### src/rtl/fp_norm_round_pkg.sv
// Shared constants and types for the FP multiply normalize/round pipeline.
// Pure declarations, no logic or latency.
// No flow-control behaviour lives here.
package fp_pkg;

    localparam int BIAS    = 127;
    localparam int EXP_MAX = 2 * BIAS + 1;   // 255: all-ones exponent field
    localparam logic [31:0] QNAN = 32'h7FC0_0000;

    // Special-case code attached to each raw product
    typedef enum logic [1:0] {
        SPC_NORMAL = 2'b00,
        SPC_ZERO   = 2'b01,
        SPC_INF    = 2'b10,
        SPC_NAN    = 2'b11
    } special_e;

    // Bit positions inside the 4-bit flag word {invalid, overflow, underflow, inexact}
    localparam int FLG_INEXACT   = 0;
    localparam int FLG_UNDERFLOW = 1;
    localparam int FLG_OVERFLOW  = 2;
    localparam int FLG_INVALID   = 3;

    // Normalized operand held in the first pipeline stage
    typedef struct packed {
        logic        sign;
        logic [10:0] exp;      // two's complement, widened so +1 cannot wrap
        logic [22:0] frac;
        logic        guard;
        logic        sticky;
        special_e    special;
        logic [5:0]  opcode;
    } s1_t;

endpackage

### src/rtl/fp_norm_round_if.sv
// Handshake bundle between the multiplier, the normalize/round block and its consumer.
// No latency; wires only.
// master drives in_* data/valid and out_ready; slave is the rounding pipeline.
interface fp_norm_round_if;
    logic        in_valid;
    logic        in_ready;
    logic        in_sign;
    logic [9:0]  in_exp;
    logic [47:0] in_mant;
    logic [1:0]  in_special;
    logic [5:0]  in_opcode;
    logic        out_valid;
    logic        out_ready;
    logic [31:0] out_result;
    logic [3:0]  out_flags;
    logic [5:0]  out_opcode;

    modport master (
        output in_valid, in_sign, in_exp, in_mant, in_special, in_opcode, out_ready,
        input  in_ready, out_valid, out_result, out_flags, out_opcode
    );

    modport slave (
        input  in_valid, in_sign, in_exp, in_mant, in_special, in_opcode, out_ready,
        output in_ready, out_valid, out_result, out_flags, out_opcode
    );
endinterface

### src/rtl/fp_norm_round_rne.sv
// Round-to-nearest-even and pack into IEEE-754 single, with overflow/flush-to-zero.
// Purely combinational, zero latency.
// No handshake; the enclosing pipeline owns flow control.
module fp_round_rne
    import fp_pkg::*;
(
    input  logic        sign,
    input  logic [10:0] exp,
    input  logic [22:0] frac,
    input  logic        guard,
    input  logic        sticky,
    input  special_e    special,
    output logic [31:0] result,
    output logic [3:0]  flags
);
    logic        round_up;
    logic [23:0] frac_inc;
    logic [11:0] exp_fin;

    assign round_up = guard & (sticky | frac[0]);
    assign frac_inc = {1'b0, frac} + {23'd0, round_up};
    // A carry out of the fraction leaves it zero and bumps the exponent
    assign exp_fin  = {exp[10], exp} + {11'd0, frac_inc[23]};

    // Select special encodings or the rounded normal result, with range clamping
    always_comb begin
        result = '0;
        flags  = '0;
        case (special)
            SPC_ZERO: result = {sign, 31'd0};
            SPC_INF:  result = {sign, 8'hFF, 23'd0};
            SPC_NAN: begin
                result              = QNAN;
                flags[FLG_INVALID]  = 1'b1;
            end
            default: begin
                flags[FLG_INEXACT] = guard | sticky;
                if ($signed(exp_fin) >= EXP_MAX) begin
                    result               = {sign, 8'hFF, 23'd0};
                    flags[FLG_OVERFLOW]  = 1'b1;
                    flags[FLG_INEXACT]   = 1'b1;
                end else if ($signed(exp_fin) <= 0) begin
                    // No subnormal support: anything below the normal range flushes
                    result               = {sign, 31'd0};
                    flags[FLG_UNDERFLOW] = 1'b1;
                    flags[FLG_INEXACT]   = 1'b1;
                end else begin
                    result = {sign, exp_fin[7:0], frac_inc[22:0]};
                end
            end
        endcase
    end
endmodule

### src/rtl/fp_norm_round.sv
// Normalizes a raw 24x24 significand product, rounds RNE and packs IEEE-754 single.
// Latency 2 cycles (S1 normalize, S2 round/pack), 1 result/cycle sustained.
// Valid/ready: each stage advances when downstream advances or the stage is empty.
module fp_norm_round
    import fp_pkg::*;
(
    input  logic clk,
    input  logic rst_n,
    fp_norm_round_if.slave bus
);
    logic        s1_vld_q, s1_vld_d;
    s1_t         s1_q, s1_d;
    logic        s2_vld_q, s2_vld_d;
    logic [31:0] s2_result_q, s2_result_d;
    logic [3:0]  s2_flags_q, s2_flags_d;
    logic [5:0]  s2_opcode_q, s2_opcode_d;

    logic        s1_adv, s2_adv;
    logic [10:0] exp_ext;
    logic [31:0] rnd_result;
    logic [3:0]  rnd_flags;

    assign s2_adv  = !s2_vld_q || bus.out_ready;
    assign s1_adv  = s2_adv || !s1_vld_q;
    assign exp_ext = {bus.in_exp[9], bus.in_exp};

    assign bus.in_ready   = s1_adv;
    assign bus.out_valid  = s2_vld_q;
    assign bus.out_result = s2_result_q;
    assign bus.out_flags  = s2_flags_q;
    assign bus.out_opcode = s2_opcode_q;

    // S1: align the product so the hidden bit is dropped and extract guard/sticky
    always_comb begin
        s1_vld_d = s1_vld_q;
        s1_d     = s1_q;
        if (s1_adv) begin
            s1_vld_d = bus.in_valid;
            if (bus.in_valid) begin
                s1_d.sign   = bus.in_sign;
                s1_d.opcode = bus.in_opcode;
                if (bus.in_mant[47]) begin
                    s1_d.frac   = bus.in_mant[46:24];
                    s1_d.guard  = bus.in_mant[23];
                    s1_d.sticky = |bus.in_mant[22:0];
                    s1_d.exp    = exp_ext + 11'd1;
                end else begin
                    s1_d.frac   = bus.in_mant[45:23];
                    s1_d.guard  = bus.in_mant[22];
                    s1_d.sticky = |bus.in_mant[21:0];
                    s1_d.exp    = exp_ext;
                end
                // A zero product with a "normal" tag is routed through the zero path
                if (bus.in_special == SPC_NORMAL && bus.in_mant == 48'd0)
                    s1_d.special = SPC_ZERO;
                else
                    s1_d.special = special_e'(bus.in_special);
            end
        end
    end

    fp_round_rne u_round (
        .sign    (s1_q.sign),
        .exp     (s1_q.exp),
        .frac    (s1_q.frac),
        .guard   (s1_q.guard),
        .sticky  (s1_q.sticky),
        .special (s1_q.special),
        .result  (rnd_result),
        .flags   (rnd_flags)
    );

    // S2: capture the packed result; holds steady while the consumer stalls
    always_comb begin
        s2_vld_d    = s2_vld_q;
        s2_result_d = s2_result_q;
        s2_flags_d  = s2_flags_q;
        s2_opcode_d = s2_opcode_q;
        if (s2_adv) begin
            s2_vld_d = s1_vld_q;
            if (s1_vld_q) begin
                s2_result_d = rnd_result;
                s2_flags_d  = rnd_flags;
                s2_opcode_d = s1_q.opcode;
            end
        end
    end

    // Pipeline registers; reset drops any in-flight work immediately
    always_ff @(posedge clk or negedge rst_n) begin
        if (!rst_n) begin
            s1_vld_q    <= 1'b0;
            s1_q        <= '0;
            s2_vld_q    <= 1'b0;
            s2_result_q <= '0;
            s2_flags_q  <= '0;
            s2_opcode_q <= '0;
        end else begin
            s1_vld_q    <= s1_vld_d;
            s1_q        <= s1_d;
            s2_vld_q    <= s2_vld_d;
            s2_result_q <= s2_result_d;
            s2_flags_q  <= s2_flags_d;
            s2_opcode_q <= s2_opcode_d;
        end
    end
endmodule

### src/flat_wrapper.sv
// flat-port wrapper written by rule: the top's interface ports become plain ports
module fp_norm_round_flat import fp_pkg::*;
  (clk, rst_n, bus_in_valid, bus_in_sign, bus_in_exp, bus_in_mant, bus_in_special, bus_in_opcode, bus_out_ready, bus_in_ready, bus_out_valid, bus_out_result, bus_out_flags, bus_out_opcode);
  fp_norm_round_if bus_i ();
  input  logic clk;
  input  logic rst_n;
  input wire logic [$bits(bus_i.in_valid)-1:0] bus_in_valid;
  input wire logic [$bits(bus_i.in_sign)-1:0] bus_in_sign;
  input wire logic [$bits(bus_i.in_exp)-1:0] bus_in_exp;
  input wire logic [$bits(bus_i.in_mant)-1:0] bus_in_mant;
  input wire logic [$bits(bus_i.in_special)-1:0] bus_in_special;
  input wire logic [$bits(bus_i.in_opcode)-1:0] bus_in_opcode;
  input wire logic [$bits(bus_i.out_ready)-1:0] bus_out_ready;
  output wire logic [$bits(bus_i.in_ready)-1:0] bus_in_ready;
  output wire logic [$bits(bus_i.out_valid)-1:0] bus_out_valid;
  output wire logic [$bits(bus_i.out_result)-1:0] bus_out_result;
  output wire logic [$bits(bus_i.out_flags)-1:0] bus_out_flags;
  output wire logic [$bits(bus_i.out_opcode)-1:0] bus_out_opcode;
  assign bus_i.in_valid = bus_in_valid;
  assign bus_i.in_sign = bus_in_sign;
  assign bus_i.in_exp = bus_in_exp;
  assign bus_i.in_mant = bus_in_mant;
  assign bus_i.in_special = bus_in_special;
  assign bus_i.in_opcode = bus_in_opcode;
  assign bus_i.out_ready = bus_out_ready;
  assign bus_in_ready = bus_i.in_ready;
  assign bus_out_valid = bus_i.out_valid;
  assign bus_out_result = bus_i.out_result;
  assign bus_out_flags = bus_i.out_flags;
  assign bus_out_opcode = bus_i.out_opcode;
  fp_norm_round u_core (.clk(clk), .rst_n(rst_n), .bus(bus_i));
endmodule
### config.mk
export PLATFORM = sky130hd
export DESIGN_NAME = fp_norm_round_flat
export DESIGN_NICKNAME = d
export VERILOG_FILES = /design/src/rtl/fp_norm_round_pkg.sv /design/src/rtl/fp_norm_round_if.sv /design/src/rtl/fp_norm_round_rne.sv /design/src/rtl/fp_norm_round.sv /design/src/flat_wrapper.sv
export SDC_FILE = /design/constraint.sdc
export NUM_CORES = 1
export LEC_CHECK = 0
export ABC_AREA = 1
export CAP_MARGIN = 20
export CORE_MARGIN = 2
export CORE_UTILIZATION = 39
export CTS_BUF_LIST = sky130_fd_sc_hd__clkbuf_16
export CTS_CLUSTER_DIAMETER = 40
export DETAILED_ROUTE_END_ITERATION = 8
export PLACE_DENSITY = 0.72
export SLEW_MARGIN = 20
export SYNTH_ARGS = -nofsm -noshare
export SYNTH_HDL_FRONTEND = slang
export SYNTH_SLANG_ARGS = --single-unit
### constraint.sdc
create_clock -name clk -period 4 [get_ports clk]
set_input_delay 0.6 -clock clk [delete_from_list [all_inputs] [get_ports clk]]
set_output_delay 0.6 -clock clk [all_outputs]
set_load 0.1 [all_outputs]
==> results.rst <==
.. list-table::
   :header-rows: 1

   * - Metric
     - Value
   * - Maximum number of pins on one net before global-route repair
     - 90
   * - Length of the first detailed-routing pass in iterations
     - 4
   * - Gate Count Post-Synth
     - 649
   * - Vias/cell
     - 5.023
   * - First-pass GRT wire length
     - 21120 um
   * - Hold buffer count at cts
     - 0
   * - Chip height
     - 116.2 um
   * - Share of the clock period used by the worst path after layout
     - 88.90%
   * - Register area share after synthesis
     - 45.35%
   * - Kind of launch point of the worst setup path
     - flip-flop
   * - Nature of the critical path endpoint
     - flip-flop
   * - Latest clock arrival within the worst-skew pair
     - 340 ps
   * - Number of setup violations in the final report
     - 0
   * - Maximum clock path buffer count
     - 2
   * - Synthesized area
     - 0.004911 mm2
   * - First DRT Iteration DRCs
     - 299
   * - Syn_area_per_cell
     - 7.567 um2
   * - Sum of overflow across all layers after global routing
     - 0
   * - RePlAce Congestion
     - 0.8755
   * - Total leakage power
     - 2.922 nW
   * - Hold Path Class
     - in2async
   * - Utilization after layout
     - 54.03%
   * - Fraction of final layout cells sized beyond drive strength 1
     - 7.330%
   * - Critical-path maximum fanout
     - 18
   * - TritonCTS clock tree
     - done
   * - Synth warnings
     - 0
   * - Post-layout worst setup margin
     - 444.1 ps
   * - Vias in the first global route
     - 4439
   * - Clock net sink count
     - 89
   * - Combined global-route utilization of all metal layers
     - 19.86%
   * - Number of antenna violations at the first check in global routing
     - 0
   * - Top library cells by usage in the layout, fill and taps aside
     - 190 x sky130_fd_sc_hd__nand2_1, 112 x sky130_fd_sc_hd__clkdlybuf4s50_1, 89 x sky130_fd_sc_hd__dfrtp_1, 73 x sky130_fd_sc_hd__nor2_1, 54 x sky130_fd_sc_hd__inv_1
   * - Via count of the routed design
     - 4681
   * - Post-placement worst setup slack
     - 296.7 ps
   * - Detailed-placement wirelength estimate
     - 9863 um
   * - Total length of routed wires
     - 12760 um
   * - Crit-path max cell delay
     - 320 ps
   * - Max stage delay cell, worst path
     - sky130_fd_sc_hd__dfrtp_1
   * - Die span in x
     - 116.2 um
   * - IR Drop Worst-Case VDD
     - 0.3085 mV
   * - Placed Instance Area
     - 0.006228 mm2
   * - Root buffer cell
     - sky130_fd_sc_hd__clkbuf_16
   * - Core region area
     - 0.01216 mm2
   * - Total DRC errors in the routed layout
     - 0
   * - Required time of the worst setup path
     - 4210 ps
   * - Number of synthesized flops with an enable pin
     - 0
   * - Async set or reset register ratio after synthesis
     - 100.0%
   * - I/O pin total
     - 115
   * - Hold slack final
     - 318.9 ps
   * - Worst slew margin
     - 32.39%
   * - Placed instance count
     - 915
   * - Count of cell instances traversed by the critical path
     - 23
   * - Timing-limited maximum frequency
     - 281.2 MHz
   * - Library cells used by synthesis
     - 37
   * - Worst reg2reg path startpoint
     - u_core.s1_q[9]
   * - Endpoint arrival time on the critical path
     - 3760 ps
   * - Total Power
     - 3.632 mW
   * - Total of flip-flops plus latches after synthesis
     - 89
   * - FF-to-FF path depth
     - 23
   * - Pwr dens
     - 552.6 mW/mm2
   * - End of the worst register-to-register path
     - u_core.bus.out_result[19]
   * - CTS H-Tree Depth
     - 3
   * - Setup slack of the most critical reg-to-reg path
     - 440 ps
   * - Number of nets with antenna violations after detailed routing
     - 0
   * - Primary FF master, synth
     - sky130_fd_sc_hd__dfrtp_1
   * - Setup CP Type
     - reg2reg
   * - Final standard cell area without fillers
     - 0.006571 mm2
   * - Die Footprint
     - 0.01351 mm2
   * - Clock Skew
     - 7.820 ps
   * - Number of port buffers
     - 114
   * - Max-slew violation total from the final report
     - 0
   * - Number of nets in the layout
     - 836
   * - Routed length per instance
     - 13.70 um
   * - Cell-by-cell listing of the critical path
     - inv_1 > nor2_1 > ha_1 > nand3_1 > inv_1 > nand2_1 > nor2_2 > nand2_1 > nor3_1 > nand3_1 > nor4_2 > buf_4 > ha_1 > ha_2 > or2_2 > nor2_1 > nand2_1 > nor2_1 > nand3_2 > nand3_2 > nor2_4 > nand2_8 > o21ai_0
   * - Transition at the pin with the smallest max-transition slack
     - 1011 ps
   * - CP Buf/Inv Count
     - 3
   * - Starting utilization of the core area
     - 40.38%
   * - Signed area change from the synthesized netlist to the final layout
     - 33.81%
   * - Minimum clock period after layout
     - 3556 ps
   * - Final non-filler cell total
     - 932
   * - Dominant delay contributor by cell family on the critical path
     - simple AND/OR/NAND/NOR gates
   * - Outcome
     - complete, no violations
   * - Most common library cell in the layout ignoring fill and taps
     - sky130_fd_sc_hd__nand2_1
   * - Clock slew at the register clock pins of the worst setup and hold paths
     - 60 ps
   * - Total negative setup slack
     - 0 ps
   * - Antenna cells
     - 0
   * - Final hold vios
     - 0
   * - Clock buffer count from CTS
     - 9
   * - Floorplan row count
     - 40
   * - Count of max-cap constraint violations
     - 0
   * - Net Count, Synth
     - 726
## layer usage
metal	global-route usage, %	wire (um)	up-vias
li1	-	-	2364
met1	28.76	6362	2158
met2	30.60	5527	149
met3	2.854	688	10
met4	6.905	186	0
met5	0	0	-
## report_power, final
part	internal [mW]	switching, mW
Sequential	1.07	0.146
Combinational	0.405	1.14
Clock	0.541	0.332
## synth_stat cells (12+ instances only)
cell type                    n  area, um2
sky130_fd_sc_hd__nor2_1     74      277.8
sky130_fd_sc_hd__o21ai_0    43      215.2
sky130_fd_sc_hd__inv_1      54      202.7
sky130_fd_sc_hd__a31oi_1    17      106.4
sky130_fd_sc_hd__a21oi_1    13      65.06
sky130_fd_sc_hd__nand4_1    13      81.33
sky130_fd_sc_hd__xor2_1     12      105.1
sky130_fd_sc_hd__nand3_1    39      195.2
sky130_fd_sc_hd__dfrtp_1    89       2227
sky130_fd_sc_hd__clkbuf_1   17      63.81
sky130_fd_sc_hd__nand2_1   190      713.2
sky130_fd_sc_hd__nor4_1     12      75.07
## worst max path at each step
stage                         start                        end  slack [ps]
global route         u_core.s1_q[8]  u_core.bus.out_result[22]         -20
global placement    u_core.s1_q[10]  u_core.bus.out_result[18]         500
detailed placement  u_core.s1_q[10]  u_core.bus.out_result[19]         300
finish               u_core.s1_q[9]  u_core.bus.out_result[19]         440
CTS                 u_core.s1_q[10]  u_core.bus.out_result[19]         270
floorplan           u_core.s1_q[10]  u_core.bus.out_result[11]         760
## cells by family after synthesis
| family | count (synthesis) | share of synthesized area, % |
|---|---|---|
| adder cells (fa/ha/maj) | 6 | 1.529 |
| AO/OA/AOI/OAI | 103 | 12.69 |
| flip-flops | 89 | 45.35 |
| buffers and inverters | 79 | 6.267 |
| AND/OR/NAND/NOR | 354 | 30.96 |
| XOR/XNOR | 18 | 3.210 |
## flip-flops by register name (all words and copies together), names as in the netlist
register	count
u_core.bus.out_flags	4
u_core.bus.out_opcode	6
u_core.bus.out_result	32
u_core.bus.out_valid	1
u_core.s1_q	45
u_core.s1_vld_q	1
## final cells by class
type                    instances  area [um2]
fillers                      1185        5590
multi-input cells             481        2396
flip-flops and latches         89        2227
repair buffers                123        1220
clock buffers                   9       225.2
well taps                     168       210.2
inverters                      55       206.4
clock inverters                 7       86.33
## repair_timing
item,in CTS,in global routing
setup endpoints to repair,0,19
gates resized for setup,0,8
setup buffers,0,1
Note: power is estimated with default switching activity, not from simulation.
==> RTL change: new RTL, same settings <==
`s2_result_q` no longer has a reset.
--- a/src/rtl/fp_norm_round.sv
+++ b/src/rtl/fp_norm_round.sv
@@ -94,3 +94,2 @@
             s2_vld_q    <= 1'b0;
-            s2_result_q <= '0;
             s2_flags_q  <= '0;
@@ -101,3 +100,2 @@
             s2_vld_q    <= s2_vld_d;
-            s2_result_q <= s2_result_d;
             s2_flags_q  <= s2_flags_d;
@@ -106,2 +104,6 @@
     end
+
+    always_ff @(posedge clk) begin
+        s2_result_q <= s2_result_d;
+    end
 endmodule
Check against the original RTL: differs if rst_n is asserted again (counterexample within 4 cycles, from zero or initial values and one cycle with rst_n low); with rst_n held inactive, the same outputs for 10 cycles.
==> RTL change against the unedited design <==
- first-iteration DRC count is 6.4% lower
- fmax is 2.3% lower
- total power fell by 5.4%
- critical path depth shrank 2
- worst hold slack better by 0.069 ns
- synthesized area up 3.8%
- global-route usage fell by 0.58 points
- sequential cell count unchanged
- cell area rose by 2.3%
- final cell count is 0.11% lower
- setup slack worse by 0.085 ns
- wire length is 3.1% higher
- critical endpoint is now u_core.bus.out_result[22]
- largest cell class unchanged
- largest power group unchanged
- highest routed layer unchanged
==> RTL change: results (changes against the unedited design) <==
.. list-table::
   :header-rows: 1

   * - Metric
     - Value
   * - Most frequent cells after synthesis
     - sky130_fd_sc_hd__nand2_1 (205), sky130_fd_sc_hd__nor2_1 (70), sky130_fd_sc_hd__dfrtp_1 (57), sky130_fd_sc_hd__nand3_1 (50), sky130_fd_sc_hd__inv_1 (42)
   * - Via count of the first global-routing pass
     - 4401 (-0.86%)
   * - Clk_skew
     - 0.00935 ns (+0.00153 ns)
   * - Sequential-to-total area share from yosys stat
     - 46.8% (+1.5 points)
   * - Arr. time, crit path
     - 3.73 ns (-0.03 ns)
   * - Critical-path maximum fanout
     - 21 (+3)
   * - Layout cell share with drive strength beyond 1
     - 10.5% (+3.2 points)
   * - Vias per inst
     - 5.05 (+0.60%)
   * - Synth Area in Compound Gates
     - 7.88% (-4.8 points)
   * - Top cells by area, synth
     - sky130_fd_sc_hd__dfrtp_1 (28%), sky130_fd_sc_hd__edfxtp_1 (19%), sky130_fd_sc_hd__nand2_1 (15%), sky130_fd_sc_hd__nor2_1 (5.2%), sky130_fd_sc_hd__nand3_1 (4.9%)
   * - Max_slew headroom
     - 34.5% (+2.1 points)
   * - Synthesized netlist net count
     - 716 (-1.4%)
   * - Count of different cell masters after synthesis
     - 44 (+19%)
   * - Layout filler cell count
     - 1208 (+1.9%)
   * - Sum of net half-perimeters after detailed placement
     - 10.1 mm (+2.9%)
   * - Worst ir drop on vdd
     - 0.000210 V (-32%)
   * - Number of cells on the worst reg-to-reg path
     - 21 (-8.7%)
   * - Average wire per cell in the routed design
     - 14.1 µm (+3.2%)
   * - First-pass GRT wire length
     - 21.7 mm (+2.9%)
   * - Maximum number of buffers from clock root to sink
     - 2 (unchanged)
   * - Cell leakage power
     - 2.84 nW (-2.6%)
   * - Status
     - complete, no violations
   * - Post-detailed-placement cell area
     - 6390 µm² (+2.6%)
   * - # nets final
     - 831 (-0.60%)
   * - Initial DRC Count
     - 280 (-6.4%)
   * - Pin count of the biggest net entering global routing
     - 58 (-36%)
   * - XOR/XNOR Fraction of Synth Area
     - 1.20% (-2.0 points)
   * - Post-synthesis adder-cell area fraction
     - 1.47% (-0.056 points)
   * - All-Layer GR Usage
     - 19.3% (-0.58 points)
[RTL change: where the power goes]
part	leakage, nW	internal, mW	switching (mW)
sequential	0.992	1.11	0.130
combinational	1.71	0.374	0.985
clock	0.143	0.441	0.391
total	2.84	1.93	1.51
[RTL change: area by class of cell]
| type | instances | area [µm²] | share of cell area [%] |
|---|---|---|---|
| clock inverter | 7 | 70.1 | 1.04 |
| clock buffer | 9 | 225 | 3.35 |
| tap | 172 | 215 | 3.20 |
| timing repair buffer | 123 | 1210 | 18.0 |
| sequential | 89 | 2390 | 35.5 |
| multi-input combinational | 485 | 2440 | 36.3 |
| inverter | 46 | 173 | 2.57 |
[RTL change: metal layers]
metal | up-vias | share of wire (%) | GRT usage, %
met2 | 163 | 44 | 29.4
met4 | 0 | 2.5 | 7.45
li1 | 2366 | - | -
met1 | 2153 | 48 | 27.5
met3 | 22 | 5.7 | 3.04
met5 | - | 0 | 0
[RTL change: path summary, 6_finish.rpt]
kind | from | endpoint | slack (ns)
max in group asynchronous | rst_n | u_core.bus.out_flags[1] | 3.15
max | u_core.s1_q[8] | u_core.bus.out_result[22] | 0.36
min in group clk | u_core.s1_q[0] | u_core.bus.out_opcode[0] | 0.48
max reg2reg | u_core.s1_q[8] | u_core.bus.out_result[22] | 0.36
min reg2reg | u_core.s1_q[0] | u_core.bus.out_opcode[0] | 0.48
min | rst_n | u_core.s1_q[35] | 0.39
[RTL change: metrics by stage]
stage	power [mW]	setup WS (ns)	instances	hold WS, ns
3_3_place_gp	2.59	0.322	913	0.457
2_1_floorplan	2.24	0.741	639	0.304
4_1_cts	3.45	0.192	929	0.415
6_report	3.44	0.359	931	0.388
5_1_grt	3.60	0.0344	931	0.454
3_5_place_dp	2.61	0.216	913	0.459
